<file path="src/rtl/ex_issue_if.sv">
// ex_issue_if -- bundle of decode-side, bypass and ALU-side signals of the
// EX issue stage.
//   slave  : view taken by ex_issue (consumes decode/bypass, drives ALU side)
//   master : view taken by the surrounding pipeline (decode, bypass, ALU)
// Parameters: DATA_WIDTH (operand/immediate/bypass width), REG_ADDR_W
// (register index width).
interface ex_issue_if #(
   parameter int DATA_WIDTH = 64,
   parameter int REG_ADDR_W = 5
);
   // decode -> issue
   logic                  in_valid;
   logic                  in_ready;
   logic [REG_ADDR_W-1:0] rs1_addr;
   logic [REG_ADDR_W-1:0] rs2_addr;
   logic [REG_ADDR_W-1:0] rd_addr;
   logic [DATA_WIDTH-1:0] rs1_data;
   logic [DATA_WIDTH-1:0] rs2_data;
   logic [DATA_WIDTH-1:0] imm;
   logic                  use_imm;
   logic [3:0]            alu_control_in;
   logic                  reg_write_in;
   // bypass sources
   logic                  fwd_mem_valid;
   logic [REG_ADDR_W-1:0] fwd_mem_rd;
   logic [DATA_WIDTH-1:0] fwd_mem_data;
   logic                  fwd_wb_valid;
   logic [REG_ADDR_W-1:0] fwd_wb_rd;
   logic [DATA_WIDTH-1:0] fwd_wb_data;
   logic                  flush;
   // issue -> ALU
   logic                  out_valid;
   logic                  out_ready;
   logic [DATA_WIDTH-1:0] alu_a;
   logic [DATA_WIDTH-1:0] alu_b;
   logic [3:0]            alu_control;
   logic [REG_ADDR_W-1:0] out_rd;
   logic                  out_reg_write;

   modport slave (
      input  in_valid, rs1_addr, rs2_addr, rd_addr, rs1_data, rs2_data, imm,
             use_imm, alu_control_in, reg_write_in,
             fwd_mem_valid, fwd_mem_rd, fwd_mem_data,
             fwd_wb_valid, fwd_wb_rd, fwd_wb_data, flush, out_ready,
      output in_ready, out_valid, alu_a, alu_b, alu_control, out_rd,
             out_reg_write
   );

   modport master (
      output in_valid, rs1_addr, rs2_addr, rd_addr, rs1_data, rs2_data, imm,
             use_imm, alu_control_in, reg_write_in,
             fwd_mem_valid, fwd_mem_rd, fwd_mem_data,
             fwd_wb_valid, fwd_wb_rd, fwd_wb_data, flush, out_ready,
      input  in_ready, out_valid, alu_a, alu_b, alu_control, out_rd,
             out_reg_write
   );
endinterface

</file>
<file path="src/rtl/ex_issue.sv">
// ex_issue -- single-entry registered issue buffer between decode and the ALU.
// Operands are resolved at capture time through the MEM/WB bypass network
// (MEM has priority, register 0 never bypassed); operand B may be replaced by
// the immediate. Valid/ready handshake on both sides, full throughput.
// Ports:
//   clk       rising-edge clock
//   rst       asynchronous active-high reset
//   bus       ex_issue_if.slave: decode handshake + operands, bypass inputs,
//             flush, ALU-side handshake + issued operands/control
//   perf_issued, perf_stall (only with `define EX_ISSUE_PERF_EN): saturating
//             32-bit counters of captures and of downstream-stall cycles.
module ex_issue #(
   parameter int DATA_WIDTH = 64,
   parameter int REG_ADDR_W = 5
) (
   input  logic        clk,
   input  logic        rst,
   ex_issue_if.slave   bus
`ifdef EX_ISSUE_PERF_EN
   ,
   output logic [31:0] perf_issued,
   output logic [31:0] perf_stall
`endif
);

   logic                  out_valid_q, out_valid_d;
   logic                  reg_write_q;
   logic [DATA_WIDTH-1:0] alu_a_q, alu_a_d;
   logic [DATA_WIDTH-1:0] alu_b_q, alu_b_d;
   logic [3:0]            alu_ctrl_q;
   logic [REG_ADDR_W-1:0] rd_q;
   logic                  in_ready;
   logic                  capture;

   // Flush blocks capture, so a flushed instruction never loads the datapath.
   assign in_ready = (!out_valid_q || bus.out_ready) && !bus.flush;
   assign capture  = bus.in_valid && in_ready;

   // Operand resolution: MEM bypass beats WB bypass; index 0 is hardwired.
   always_comb begin
      alu_a_d = bus.rs1_data;
      if (bus.rs1_addr != '0 && bus.fwd_mem_valid && bus.fwd_mem_rd == bus.rs1_addr)
         alu_a_d = bus.fwd_mem_data;
      else if (bus.rs1_addr != '0 && bus.fwd_wb_valid && bus.fwd_wb_rd == bus.rs1_addr)
         alu_a_d = bus.fwd_wb_data;

      alu_b_d = bus.rs2_data;
      if (bus.use_imm)
         alu_b_d = bus.imm;
      else if (bus.rs2_addr != '0 && bus.fwd_mem_valid && bus.fwd_mem_rd == bus.rs2_addr)
         alu_b_d = bus.fwd_mem_data;
      else if (bus.rs2_addr != '0 && bus.fwd_wb_valid && bus.fwd_wb_rd == bus.rs2_addr)
         alu_b_d = bus.fwd_wb_data;
   end

   always_comb begin
      out_valid_d = out_valid_q;
      if (bus.flush)
         out_valid_d = 1'b0;
      else if (capture)
         out_valid_d = 1'b1;
      else if (bus.out_ready)
         out_valid_d = 1'b0;
   end

   always_ff @(posedge clk or posedge rst) begin
      if (rst) begin
         out_valid_q <= 1'b0;
         reg_write_q <= 1'b0;
         alu_a_q     <= '0;
         alu_b_q     <= '0;
         alu_ctrl_q  <= '0;
         rd_q        <= '0;
      end else begin
         out_valid_q <= out_valid_d;
         if (capture) begin
            reg_write_q <= bus.reg_write_in;
            alu_a_q     <= alu_a_d;
            alu_b_q     <= alu_b_d;
            alu_ctrl_q  <= bus.alu_control_in;
            rd_q        <= bus.rd_addr;
         end
      end
   end

   assign bus.in_ready      = in_ready;
   assign bus.out_valid     = out_valid_q;
   assign bus.alu_a         = alu_a_q;
   assign bus.alu_b         = alu_b_q;
   assign bus.alu_control   = alu_ctrl_q;
   assign bus.out_rd        = rd_q;
   // Gated so a stale write-enable left by flush never leaks out.
   assign bus.out_reg_write = out_valid_q && reg_write_q;

`ifdef EX_ISSUE_PERF_EN
   logic [31:0] issued_q, issued_d;
   logic [31:0] stall_q, stall_d;

   always_comb begin
      issued_d = issued_q;
      if (capture && issued_q != '1)
         issued_d = issued_q + 32'd1;
      stall_d = stall_q;
      if (out_valid_q && !bus.out_ready && stall_q != '1)
         stall_d = stall_q + 32'd1;
   end

   always_ff @(posedge clk or posedge rst) begin
      if (rst) begin
         issued_q <= '0;
         stall_q  <= '0;
      end else begin
         issued_q <= issued_d;
         stall_q  <= stall_d;
      end
   end

   assign perf_issued = issued_q;
   assign perf_stall  = stall_q;
`endif

endmodule
</file>
<file path="src/flat_wrapper.sv">
// flat-port wrapper written by rule: the top's interface ports become plain ports
module ex_issue_flat 
#(
   parameter int DATA_WIDTH = 64,
   parameter int REG_ADDR_W = 5
)
  (clk, rst, bus_in_valid, bus_rs1_addr, bus_rs2_addr, bus_rd_addr, bus_rs1_data, bus_rs2_data, bus_imm, bus_use_imm, bus_alu_control_in, bus_reg_write_in, bus_fwd_mem_valid, bus_fwd_mem_rd, bus_fwd_mem_data, bus_fwd_wb_valid, bus_fwd_wb_rd, bus_fwd_wb_data, bus_flush, bus_out_ready, bus_in_ready, bus_out_valid, bus_alu_a, bus_alu_b, bus_alu_control, bus_out_rd, bus_out_reg_write);
  ex_issue_if #(.DATA_WIDTH(DATA_WIDTH), .REG_ADDR_W(REG_ADDR_W)) bus_i ();
  input  logic clk;
  input  logic rst;
  input wire logic [$bits(bus_i.in_valid)-1:0] bus_in_valid;
  input wire logic [$bits(bus_i.rs1_addr)-1:0] bus_rs1_addr;
  input wire logic [$bits(bus_i.rs2_addr)-1:0] bus_rs2_addr;
  input wire logic [$bits(bus_i.rd_addr)-1:0] bus_rd_addr;
  input wire logic [$bits(bus_i.rs1_data)-1:0] bus_rs1_data;
  input wire logic [$bits(bus_i.rs2_data)-1:0] bus_rs2_data;
  input wire logic [$bits(bus_i.imm)-1:0] bus_imm;
  input wire logic [$bits(bus_i.use_imm)-1:0] bus_use_imm;
  input wire logic [$bits(bus_i.alu_control_in)-1:0] bus_alu_control_in;
  input wire logic [$bits(bus_i.reg_write_in)-1:0] bus_reg_write_in;
  input wire logic [$bits(bus_i.fwd_mem_valid)-1:0] bus_fwd_mem_valid;
  input wire logic [$bits(bus_i.fwd_mem_rd)-1:0] bus_fwd_mem_rd;
  input wire logic [$bits(bus_i.fwd_mem_data)-1:0] bus_fwd_mem_data;
  input wire logic [$bits(bus_i.fwd_wb_valid)-1:0] bus_fwd_wb_valid;
  input wire logic [$bits(bus_i.fwd_wb_rd)-1:0] bus_fwd_wb_rd;
  input wire logic [$bits(bus_i.fwd_wb_data)-1:0] bus_fwd_wb_data;
  input wire logic [$bits(bus_i.flush)-1:0] bus_flush;
  input wire logic [$bits(bus_i.out_ready)-1:0] bus_out_ready;
  output wire logic [$bits(bus_i.in_ready)-1:0] bus_in_ready;
  output wire logic [$bits(bus_i.out_valid)-1:0] bus_out_valid;
  output wire logic [$bits(bus_i.alu_a)-1:0] bus_alu_a;
  output wire logic [$bits(bus_i.alu_b)-1:0] bus_alu_b;
  output wire logic [$bits(bus_i.alu_control)-1:0] bus_alu_control;
  output wire logic [$bits(bus_i.out_rd)-1:0] bus_out_rd;
  output wire logic [$bits(bus_i.out_reg_write)-1:0] bus_out_reg_write;
  assign bus_i.in_valid = bus_in_valid;
  assign bus_i.rs1_addr = bus_rs1_addr;
  assign bus_i.rs2_addr = bus_rs2_addr;
  assign bus_i.rd_addr = bus_rd_addr;
  assign bus_i.rs1_data = bus_rs1_data;
  assign bus_i.rs2_data = bus_rs2_data;
  assign bus_i.imm = bus_imm;
  assign bus_i.use_imm = bus_use_imm;
  assign bus_i.alu_control_in = bus_alu_control_in;
  assign bus_i.reg_write_in = bus_reg_write_in;
  assign bus_i.fwd_mem_valid = bus_fwd_mem_valid;
  assign bus_i.fwd_mem_rd = bus_fwd_mem_rd;
  assign bus_i.fwd_mem_data = bus_fwd_mem_data;
  assign bus_i.fwd_wb_valid = bus_fwd_wb_valid;
  assign bus_i.fwd_wb_rd = bus_fwd_wb_rd;
  assign bus_i.fwd_wb_data = bus_fwd_wb_data;
  assign bus_i.flush = bus_flush;
  assign bus_i.out_ready = bus_out_ready;
  assign bus_in_ready = bus_i.in_ready;
  assign bus_out_valid = bus_i.out_valid;
  assign bus_alu_a = bus_i.alu_a;
  assign bus_alu_b = bus_i.alu_b;
  assign bus_alu_control = bus_i.alu_control;
  assign bus_out_rd = bus_i.out_rd;
  assign bus_out_reg_write = bus_i.out_reg_write;
  ex_issue #(.DATA_WIDTH(DATA_WIDTH), .REG_ADDR_W(REG_ADDR_W)) u_core (.clk(clk), .rst(rst), .bus(bus_i));
endmodule
</file>
<file path="config.mk">
export PLATFORM = sky130hd
export DESIGN_NAME = ex_issue_flat
export DESIGN_NICKNAME = d
export VERILOG_FILES = /design/src/rtl/ex_issue_if.sv /design/src/rtl/ex_issue.sv /design/src/flat_wrapper.sv
export SDC_FILE = /design/constraint.sdc
export NUM_CORES = 1
export LEC_CHECK = 0
export BUFFER_PORTS_ARGS = -buffer_cell sky130_fd_sc_hd__buf_4
export CAP_MARGIN = 0
export CORE_AREA = 2 2 196 198
export CTS_CLUSTER_DIAMETER = 100
export CTS_CLUSTER_SIZE = 16
export DETAILED_ROUTE_END_ITERATION = 12
export DIE_AREA = 0 0 198 200
export HOLD_SLACK_MARGIN = 0.06
export PLACE_DENSITY = 0.54
export SETUP_SLACK_MARGIN = 0.02
export SLEW_MARGIN = 0
export SYNTH_ARGS = -nofsm -noshare
export SYNTH_HDL_FRONTEND = slang
export SYNTH_SLANG_ARGS = --single-unit
</file>
<file path="constraint.sdc">
create_clock -name clk -period 3.5 [get_ports clk]
set_clock_uncertainty 0.15 [all_clocks]
set_input_delay 0 -clock clk [delete_from_list [all_inputs] [get_ports clk]]
set_output_delay 0 -clock clk [all_outputs]
set_load 0.02 [all_outputs]
</file>
==> results of run 1 <==
## final timing paths
kind | start | endpoint | depth (start not counted)
max | u_core.bus.out_valid$_DFFE_PP0P_ | u_core.bus.alu_b[36]$_DFFE_PP0P_ | 7
min | rst | u_core.bus.alu_a[27]$_DFFE_PP0P_ | 3
max reg2reg | u_core.bus.out_valid$_DFFE_PP0P_ | u_core.bus.alu_b[36]$_DFFE_PP0P_ | 7
min reg2reg | u_core.reg_write_q$_DFFE_PP0P_ | u_core.reg_write_q$_DFFE_PP0P_ | 2
max in group asynchronous | rst | u_core.bus.alu_control[2]$_DFFE_PP0P_ | 4
min in group clk | bus_alu_control_in[2] | u_core.bus.alu_control[2]$_DFFE_PP0P_ | 4
## worst max-delay path, stage by stage, from the launching register on
cell	delay [ns]
sky130_fd_sc_hd__dfrtp_1	0.44
sky130_fd_sc_hd__nand2b_1	0.16
sky130_fd_sc_hd__nand3_4	0.16
sky130_fd_sc_hd__nor2_4	0.64
sky130_fd_sc_hd__buf_12	0.31
sky130_fd_sc_hd__o21ai_0	0.15
sky130_fd_sc_hd__o22ai_1	0.17
sky130_fd_sc_hd__dlygate4sd3_1	0.58
## per-stage QoR
step / cell area (µm²) / worst slack (ns) / hold slack [ns]
after floorplan: 8910 / 1.61 / -0.0836
after global placement: 12900 / 1.03 / 0.0213
after detailed placement: 12900 / 0.952 / 0.0221
after CTS: 16400 / 0.706 / 0.0878
after global routing: 16400 / 0.496 / 0.156
final: 16400 / 0.648 / 0.101
## cells in the mapped netlist
library cell / instances / area, µm²
sky130_fd_sc_hd__nand2_1: 97 / 364
sky130_fd_sc_hd__buf_4: 6 / 45.0
sky130_fd_sc_hd__or2_1: 1 / 6.26
sky130_fd_sc_hd__buf_12: 13 / 260
sky130_fd_sc_hd__o211ai_1: 65 / 488
sky130_fd_sc_hd__nand3_1: 65 / 325
sky130_fd_sc_hd__o22ai_1: 64 / 400
sky130_fd_sc_hd__a221oi_1: 4 / 35.0
sky130_fd_sc_hd__nor3_1: 1 / 5.00
sky130_fd_sc_hd__a222oi_1: 1 / 10.0
sky130_fd_sc_hd__mux2i_1: 64 / 641
sky130_fd_sc_hd__o2111ai_1: 1 / 8.76
sky130_fd_sc_hd__buf_6: 1 / 11.3
sky130_fd_sc_hd__o21ai_0: 64 / 320
sky130_fd_sc_hd__dfrtp_1: 139 / 3480
sky130_fd_sc_hd__xnor2_1: 17 / 149
sky130_fd_sc_hd__or2_0: 1 / 6.26
sky130_fd_sc_hd__nand4_1: 3 / 18.8
sky130_fd_sc_hd__nor4b_1: 1 / 8.76
sky130_fd_sc_hd__nor2b_4: 1 / 13.8
sky130_fd_sc_hd__nor2_1: 70 / 263
sky130_fd_sc_hd__nand2b_1: 4 / 25.0
sky130_fd_sc_hd__buf_2: 16 / 80.1
sky130_fd_sc_hd__nor2b_1: 1 / 6.26
sky130_fd_sc_hd__a221oi_2: 60 / 901
sky130_fd_sc_hd__inv_1: 5 / 18.8
sky130_fd_sc_hd__a21oi_1: 64 / 320
sky130_fd_sc_hd__clkbuf_1: 58 / 218
sky130_fd_sc_hd__and3_1: 65 / 407
sky130_fd_sc_hd__and2_1: 1 / 6.26
sky130_fd_sc_hd__buf_1: 12 / 45.0
sky130_fd_sc_hd__or3b_1: 1 / 8.76
sky130_fd_sc_hd__or4_1: 2 / 15.0
## layer usage
layer  up-vias  routed length (µm)  global-route usage [%]
li1       5056                   -                       -
met1      5434               19300                    28.8
met2       607               22700                    39.1
met3       103                3720                    5.07
met4         0                1720                    10.7
met5         -                   0                       0
## flip-flops by register name, indices dropped and copies added, names as in the netlist
register / cells
u_core.bus.out_rd: 5
u_core.bus.alu_control: 4
u_core.bus.alu_a: 64
u_core.bus.alu_b: 64
u_core.bus.out_valid: 1
u_core.reg_write_q: 1
## cell families after synthesis
logic type,count (synthesis),synth area share [%]
xor gates and xnor gates,17,1.67
and+or+nand+nor,314,16.6
muxes,64,7.19
AOI/OAI and AO/OA,323,27.9
buffers and inverters,111,7.61
DFF,139,39.0
## area by class of cell
cell class | count | area (µm²)
multi-input combinational | 718 | 4810
sequential | 139 | 3480
tap | 511 | 639
antenna | 1 | 2.50
clock inverter | 5 | 58.8
fill | 3625 | 21000
clock buffer | 26 | 509
inverter | 5 | 22.5
timing repair buffer | 802 | 6830
## report_power, final
group / switching (W) / total [W] / internal [W]
sequential: 0.000167 / 0.00203 / 0.00187
combinational: 0.00115 / 0.00244 / 0.00128
clock: 0.000763 / 0.00183 / 0.00107
total: 0.00208 / 0.00630 / 0.00422
==> impl_results.rst, run 1 <==
.. list-table::
   :header-rows: 1

   * - Metric
     - Value
   * - Dpl hpwl
     - 30,400 µm
   * - Crit. End Element
     - flip-flop
   * - Drc violations
     - 0
   * - RSZ-0062 raised after global routing
     - no
   * - Category of the worst setup path launch point
     - flip-flop
   * - Wire length of the first global-routing pass
     - 70,100 µm
   * - Clock H-tree levels
     - 4
   * - Rows
     - 71
   * - Synthesized area per cell
     - 9.20 µm²
   * - Final layout net count
     - 2,041
   * - Buffers from clock root to sink, at most
     - 2
   * - Synthesis-to-layout area growth
     - 83.6%
   * - Category of the critical setup timing path
     - flip-flop to flip-flop
   * - Number of non-filler instances in the completed layout
     - 2,207
   * - Clock transition time at the flip-flop clock pins of the worst setup and hold paths
     - 0.06 ns
   * - Overall power consumption
     - 0.00630 W
   * - Final weighted congestion in routability-driven placement
     - 0.895
   * - HP Class
     - input pin to asynchronous set/reset pin
   * - Number of clock sinks
     - 139
   * - R2R setup slack
     - 0.65 ns
   * - Core area
     - 37,400 µm²
   * - Sequential area share after synthesis
     - 39.0%
   * - Portion of the clock cycle consumed by the worst path in the final layout
     - 81.5%
   * - Buffer cell driving the clock tree root
     - sky130_fd_sc_hd__clkbuf_16
   * - Min Clock Period, post-route
     - 2.85 ns
   * - DIE WIDTH
     - 198 µm
   * - Global-route congestion overflow total
     - 0
   * - Number of violations of the max-capacitance limit
     - 0
   * - Drt pass-1 iters
     - 5
   * - Number of antenna-violating nets in the routed design
     - 0
   * - Overall routing resource usage
     - 23.3%
   * - Worst-skew pair later-pin latency
     - 0.44 ns
   * - Maximum fanout encountered on the critical timing path
     - 34
   * - Dpl cells
     - 1,892
   * - Total setup buffers inserted after CTS
     - 0
   * - Share of cells above drive strength 1
     - 36.5%
   * - Commonest cells after routing, fill and taps aside
     - sky130_fd_sc_hd__buf_4 (511), sky130_fd_sc_hd__dlygate4sd3_1 (283), sky130_fd_sc_hd__dfrtp_1 (139)
   * - Num CTS Buffers
     - 17
   * - Die area
     - 39,600 µm²
   * - Most common cell after layout, fill and taps aside
     - sky130_fd_sc_hd__buf_4
   * - Resized cells post-CTS
     - 0
   * - Number of I/O pins
     - 498
   * - Fin. Hold Viols
     - 0
   * - Synth Instances
     - 968
   * - Drt total wl
     - 47,500 µm
   * - CTS tree
     - yes
   * - Pin count of the biggest net entering global routing
     - 126
   * - Port buffer count
     - 497
   * - Total Neg Setup Slack
     - 0 ns
   * - Synthesized flop and latch total
     - 139
   * - DR WL/cell
     - 21.5 µm
   * - Vias
     - 11,200
   * - Relative slew slack
     - 35.2%
   * - Critical path arrival
     - 3.07 ns
   * - Number of antenna violations at the first check in global routing
     - 2
   * - Final Core Density
     - 43.7%
   * - Hold bufs inserted after CTS
     - 283
   * - Final setup violating endpoints
     - 0
   * - Fmax
     - 351 MHz
   * - Max-slew violation total from the final report
     - 0
   * - Required time at the endpoint of the critical path
     - 3.72 ns
   * - Synthesis Warnings
     - 0
   * - Iteration-0 DRC count of the detailed router
     - 645
   * - Total power density per cell area
     - 385 nW/µm²
   * - Vias per std cell
     - 5.07
   * - Effective utilization at floorplan
     - 23.8%
   * - Maximum vdd ir drop
     - 0.313 mV
   * - Result of the run
     - finished clean
   * - Height of the chip
     - 200 µm
   * - Post-synth net total
     - 1,326
   * - Measured slew at the worst slew-check pin
     - 0.972 ns
   * - Leakage
     - 7.11 nW
   * - Number of distinct library cells after synthesis
     - 33
   * - Via count of the first global-routing pass
     - 12,000
   * - Post-synthesis instance area
     - 8910 µm²
No activity file was read; power rests on OpenSTA's default activity.
==> run 2, diff against run 1 <==
--- a/config.mk
+++ b/config.mk
@@ -5,15 +5,16 @@
 export SDC_FILE = /design/constraint.sdc
 export NUM_CORES = 1
 export LEC_CHECK = 0
+export ABC_AREA = 1
 export BUFFER_PORTS_ARGS = -buffer_cell sky130_fd_sc_hd__buf_4
 export CAP_MARGIN = 0
-export CORE_AREA = 2 2 196 198
+export CORE_AREA = 2 2 195 197
 export CTS_CLUSTER_DIAMETER = 100
 export CTS_CLUSTER_SIZE = 16
 export DETAILED_ROUTE_END_ITERATION = 12
-export DIE_AREA = 0 0 198 200
+export DIE_AREA = 0 0 197 199
 export HOLD_SLACK_MARGIN = 0.06
-export PLACE_DENSITY = 0.54
+export PLACE_DENSITY = 0.59
 export SETUP_SLACK_MARGIN = 0.02
 export SLEW_MARGIN = 0
 export SYNTH_ARGS = -nofsm -noshare
==> constraint.sdc (replaced) <==
create_clock -name clk -period 2.8 [get_ports clk]
set_clock_uncertainty 0.15 [all_clocks]
set_input_delay 0 -clock clk [delete_from_list [all_inputs] [get_ports clk]]
set_output_delay 0 -clock clk [all_outputs]
set_load 0.02 [all_outputs]
==> run 2 against run 1 <==
Against the previous run:
- sequential share of layout area down 3.0 points
- sequential cell count unchanged
- synthesized cell count up 80%
- power up 32%
- sequential power up 26%
- setup slack worse by 0.55 ns
- area after synthesis up 26%
- final area up 16%
- clock-buffer cell count down 5
- first-iteration DRC count up 50%
- critical path depth up 4
- wire length up 9.5%
- critical path type is now input pin to flip-flop
- critical endpoint is now u_core.bus.alu_a[15]$_DFFE_PP0P_
- largest cell class unchanged
- largest power group unchanged
==> impl_results.rst, run 2 <==
.. list-table::
   :header-rows: 1

   * - Metric
     - Value
   * - Core area
     - 37,100 µm²
   * - Clock transition time at the flip-flop clock pins of the worst setup and hold paths
     - 0.06 ns
   * - DR WL/cell
     - 17.4 µm
   * - Portion of the clock cycle consumed by the worst path in the final layout
     - 96.5%
   * - Synth async-reset ratio
     - 100%
   * - Cell area after placement
     - 15,000 µm²
   * - Min Clock Period, post-route
     - 2.70 ns
   * - Drt total wl
     - 52,000 µm
   * - Iteration-0 DRC count of the detailed router
     - 965
   * - Commonest cells in the synthesized netlist
     - sky130_fd_sc_hd__nand2_1 (532), sky130_fd_sc_hd__inv_1 (336), sky130_fd_sc_hd__nand3_1 (274)
   * - Drt pass-1 iters
     - 6
   * - Most numerous cell in the Yosys netlist
     - sky130_fd_sc_hd__nand2_1
   * - Critical path arrival
     - 2.87 ns
   * - Synthesis-to-layout area growth
     - 69.8%
   * - Synthesis Warnings
     - 0
   * - RSZ-0062 raised after global routing
     - yes
   * - DIE WIDTH
     - 197 µm
   * - Total Neg Setup Slack
     - 0 ns
   * - Leading post-synthesis cells by cell area
     - sky130_fd_sc_hd__dfrtp_1 (31%), sky130_fd_sc_hd__nand2_1 (18%), sky130_fd_sc_hd__nand3_1 (12%)
   * - Number of fillers in the final layout
     - 3,609
   * - Max-slew violation total from the final report
     - 0
   * - Overall routing resource usage
     - 25.9%
   * - Synth Instances
     - 1,743
   * - Final setup violating endpoints
     - 0
   * - Commonest cells after routing, fill and taps aside
     - sky130_fd_sc_hd__nand2_1 (531), sky130_fd_sc_hd__buf_4 (507), sky130_fd_sc_hd__inv_1 (335), sky130_fd_sc_hd__dlygate4sd3_1 (335), sky130_fd_sc_hd__nand3_1 (274)
   * - Effective utilization at floorplan
     - 30.1%
   * - Rows
     - 71
   * - Number of I/O pins
     - 498
   * - Result of the run
     - finished clean
   * - Category of the critical setup timing path
     - input pin to flip-flop
   * - Pin count of the biggest net entering global routing
     - 140
   * - Placement Setup Slack
     - 0.699 ns
   * - Fin. Hold Viols
     - 0
   * - Area share of the leading cell type in the synthesized netlist
     - 31.1%
   * - Vias
     - 14,500
   * - Fmax
     - 370 MHz
   * - Hold WS
     - 0.0793 ns
   * - Total setup buffers inserted after CTS
     - 0
   * - Num CTS Buffers
     - 17
   * - Post-synthesis instance area
     - 11,200 µm²
   * - Post-route setup slack
     - 0.0974 ns
   * - Total power density per cell area
     - 438 nW/µm²
   * - Vias per std cell
     - 4.88
   * - Maximum vdd ir drop
     - 0.408 mV
   * - Most common cell after layout, fill and taps aside
     - sky130_fd_sc_hd__nand2_1
   * - Drc violations
     - 0
   * - Post-synth net total
     - 2,101
   * - Number of antenna violations at the first check in global routing
     - 2
   * - Clock H-tree levels
     - 4
   * - Yosys top cell by area
     - sky130_fd_sc_hd__dfrtp_1
   * - Relative slew slack
     - 36.1%
   * - Sequential area share after synthesis
     - 31.1%
   * - Global-route congestion overflow total
     - 0
   * - Number of antenna-violating nets in the routed design
     - 0
   * - Buffer cell driving the clock tree root
     - sky130_fd_sc_hd__clkbuf_16
   * - Port buffer count
     - 497
   * - Via count of the first global-routing pass
     - 14,600
   * - Dpl hpwl
     - 33,100 µm
   * - Buffers from clock root to sink, at most
     - 2
   * - Synthesized area per cell
     - 6.42 µm²
   * - Final layout net count
     - 2,854
   * - Number of flops mapped to enable cells by yosys
     - 0
   * - Final weighted congestion in routability-driven placement
     - 0.895
   * - CTS tree
     - yes
   * - Wire length of the first global-routing pass
     - 79,300 µm
   * - Leakage
     - 10.4 nW
   * - Height of the chip
     - 199 µm
   * - Category of the worst setup path launch point
     - input pin
   * - Overall power consumption
     - 0.00832 W
   * - Number of violations of the max-capacitance limit
     - 0
   * - Share of cells above drive strength 1
     - 26.3%
   * - Area of all placed cells without fillers
     - 19,000 µm²
   * - Die area
     - 39,200 µm²
   * - Worst-skew pair later-pin latency
     - 0.44 ns
   * - Number of distinct library cells after synthesis
     - 23
   * - Main flop type after synthesis
     - sky130_fd_sc_hd__dfrtp_1
   * - Crit. End Element
     - flip-flop
   * - Measured slew at the worst slew-check pin
     - 0.958 ns
   * - Number of clock sinks
     - 139
   * - HP Class
     - input pin to flip-flop
   * - Synthesized flop and latch total
     - 139
   * - Maximum fanout encountered on the critical timing path
     - 64
   * - Required time at the endpoint of the critical path
     - 2.97 ns
==> run 2: cell types whose count changed in the layout (fill, tap and decap cells not counted), moves of 52 or more <==
| cell | delta |
|---|---|
| sky130_fd_sc_hd__a21boi_1 | +60 |
| sky130_fd_sc_hd__a21oi_1 | +66 |
| sky130_fd_sc_hd__a221oi_2 | -60 |
| sky130_fd_sc_hd__and3_1 | -64 |
| sky130_fd_sc_hd__dlygate4sd3_1 | +52 |
| sky130_fd_sc_hd__inv_1 | +331 |
| sky130_fd_sc_hd__mux2i_1 | -64 |
| sky130_fd_sc_hd__nand2_1 | +434 |
| sky130_fd_sc_hd__nand3_1 | +210 |
| sky130_fd_sc_hd__nor2_1 | -60 |
| sky130_fd_sc_hd__o211ai_1 | -65 |
| sky130_fd_sc_hd__o21ai_0 | -64 |
| sky130_fd_sc_hd__o22ai_1 | -64 |
==> run 2: path summary, 6_finish.rpt <==
kind	from	to	slack [ns]	depth (start not counted)
max	bus_fwd_wb_rd[1]	u_core.bus.alu_a[15]$_DFFE_PP0P_	0.1	11
min	bus_in_valid	u_core.bus.alu_b[7]$_DFFE_PP0P_	0.08	5
max reg2reg	u_core.bus.out_valid$_DFFE_PP0P_	u_core.bus.alu_a[52]$_DFFE_PP0P_	0.30	9
min reg2reg	u_core.bus.alu_b[58]$_DFFE_PP0P_	u_core.bus.alu_b[58]$_DFFE_PP0P_	0.33	2
max in group asynchronous	rst	u_core.bus.alu_a[26]$_DFFE_PP0P_	1.59	4
min in group asynchronous	rst	u_core.bus.alu_a[53]$_DFFE_PP0P_	0.19	4
==> run 2: layout make-up <==
| cell class | count | area [µm²] | share of cell area, % |
|---|---|---|---|
| Timing Repair Buffer | 851 | 7340 | 38.6 |
| Multi-Input combinational cell | 1139 | 5610 | 29.5 |
| Sequential cell | 139 | 3480 | 18.3 |
| Inverter | 348 | 1320 | 6.92 |
| Tap cell | 474 | 593 | 3.12 |
| Clock buffer | 21 | 470 | 2.48 |
| Clock inverter | 11 | 189 | 0.994 |
| Antenna cell | 1 | 2.50 | 0.0132 |
==> run 2: what timing repair did <==
action                                  4_1_cts  5_1_grt
endpoints found under the setup margin        0       35
hold buffers                                335        0
resized for setup                             0        3
hold endpoints to repair                    278        0
==> run 2: critical path: stages <==
cell	delay, ns
sky130_fd_sc_hd__buf_4	0.11
sky130_fd_sc_hd__inv_1	0.05
sky130_fd_sc_hd__nand2_1	0.05
sky130_fd_sc_hd__nand3_1	0.13
sky130_fd_sc_hd__nor2_4	0.20
sky130_fd_sc_hd__buf_4	0.77
sky130_fd_sc_hd__nand3_1	0.24
sky130_fd_sc_hd__nand3_1	0.13
sky130_fd_sc_hd__dlygate4sd3_1	0.56
sky130_fd_sc_hd__a21boi_1	0.05
sky130_fd_sc_hd__dlygate4sd3_1	0.55
==> run 2: routing by layer <==
layer	wire [µm]	vias to the layer above	GRT usage (%)
met4	2030	2	12.9
met5	12	-	0
met3	3900	136	5.04
li1	-	6839	-
met2	25400	722	44.5
met1	20700	6850	31.0
==> run 2: through the flow <==
| step | util [%] | instances |
|---|---|---|
| after floorplan | - | 1743 |
| after global placement | 40.3 | 2616 |
| after detailed placement | 40.3 | 2616 |
| after CTS | 51.1 | 2983 |
| after global routing | 51.2 | 2984 |
| final | 51.2 | 2984 |
==> run 2: report_power, final <==
group	internal, W	switching (W)	leakage (nW)
Sequential	0.00234	0.000215	1.62
Combinational	0.00153	0.00159	8.44
Clock	0.00165	0.000995	0.319
==> run 2: logic make-up after synthesis <==
group           count (synthesis)  share of synthesized area (%)
flops                         139                           31.1
buf+inv                       465                           19.3
simple gates                  944                           39.4
xor+xnor                        1                         0.0783
compound gates                194                           10.1
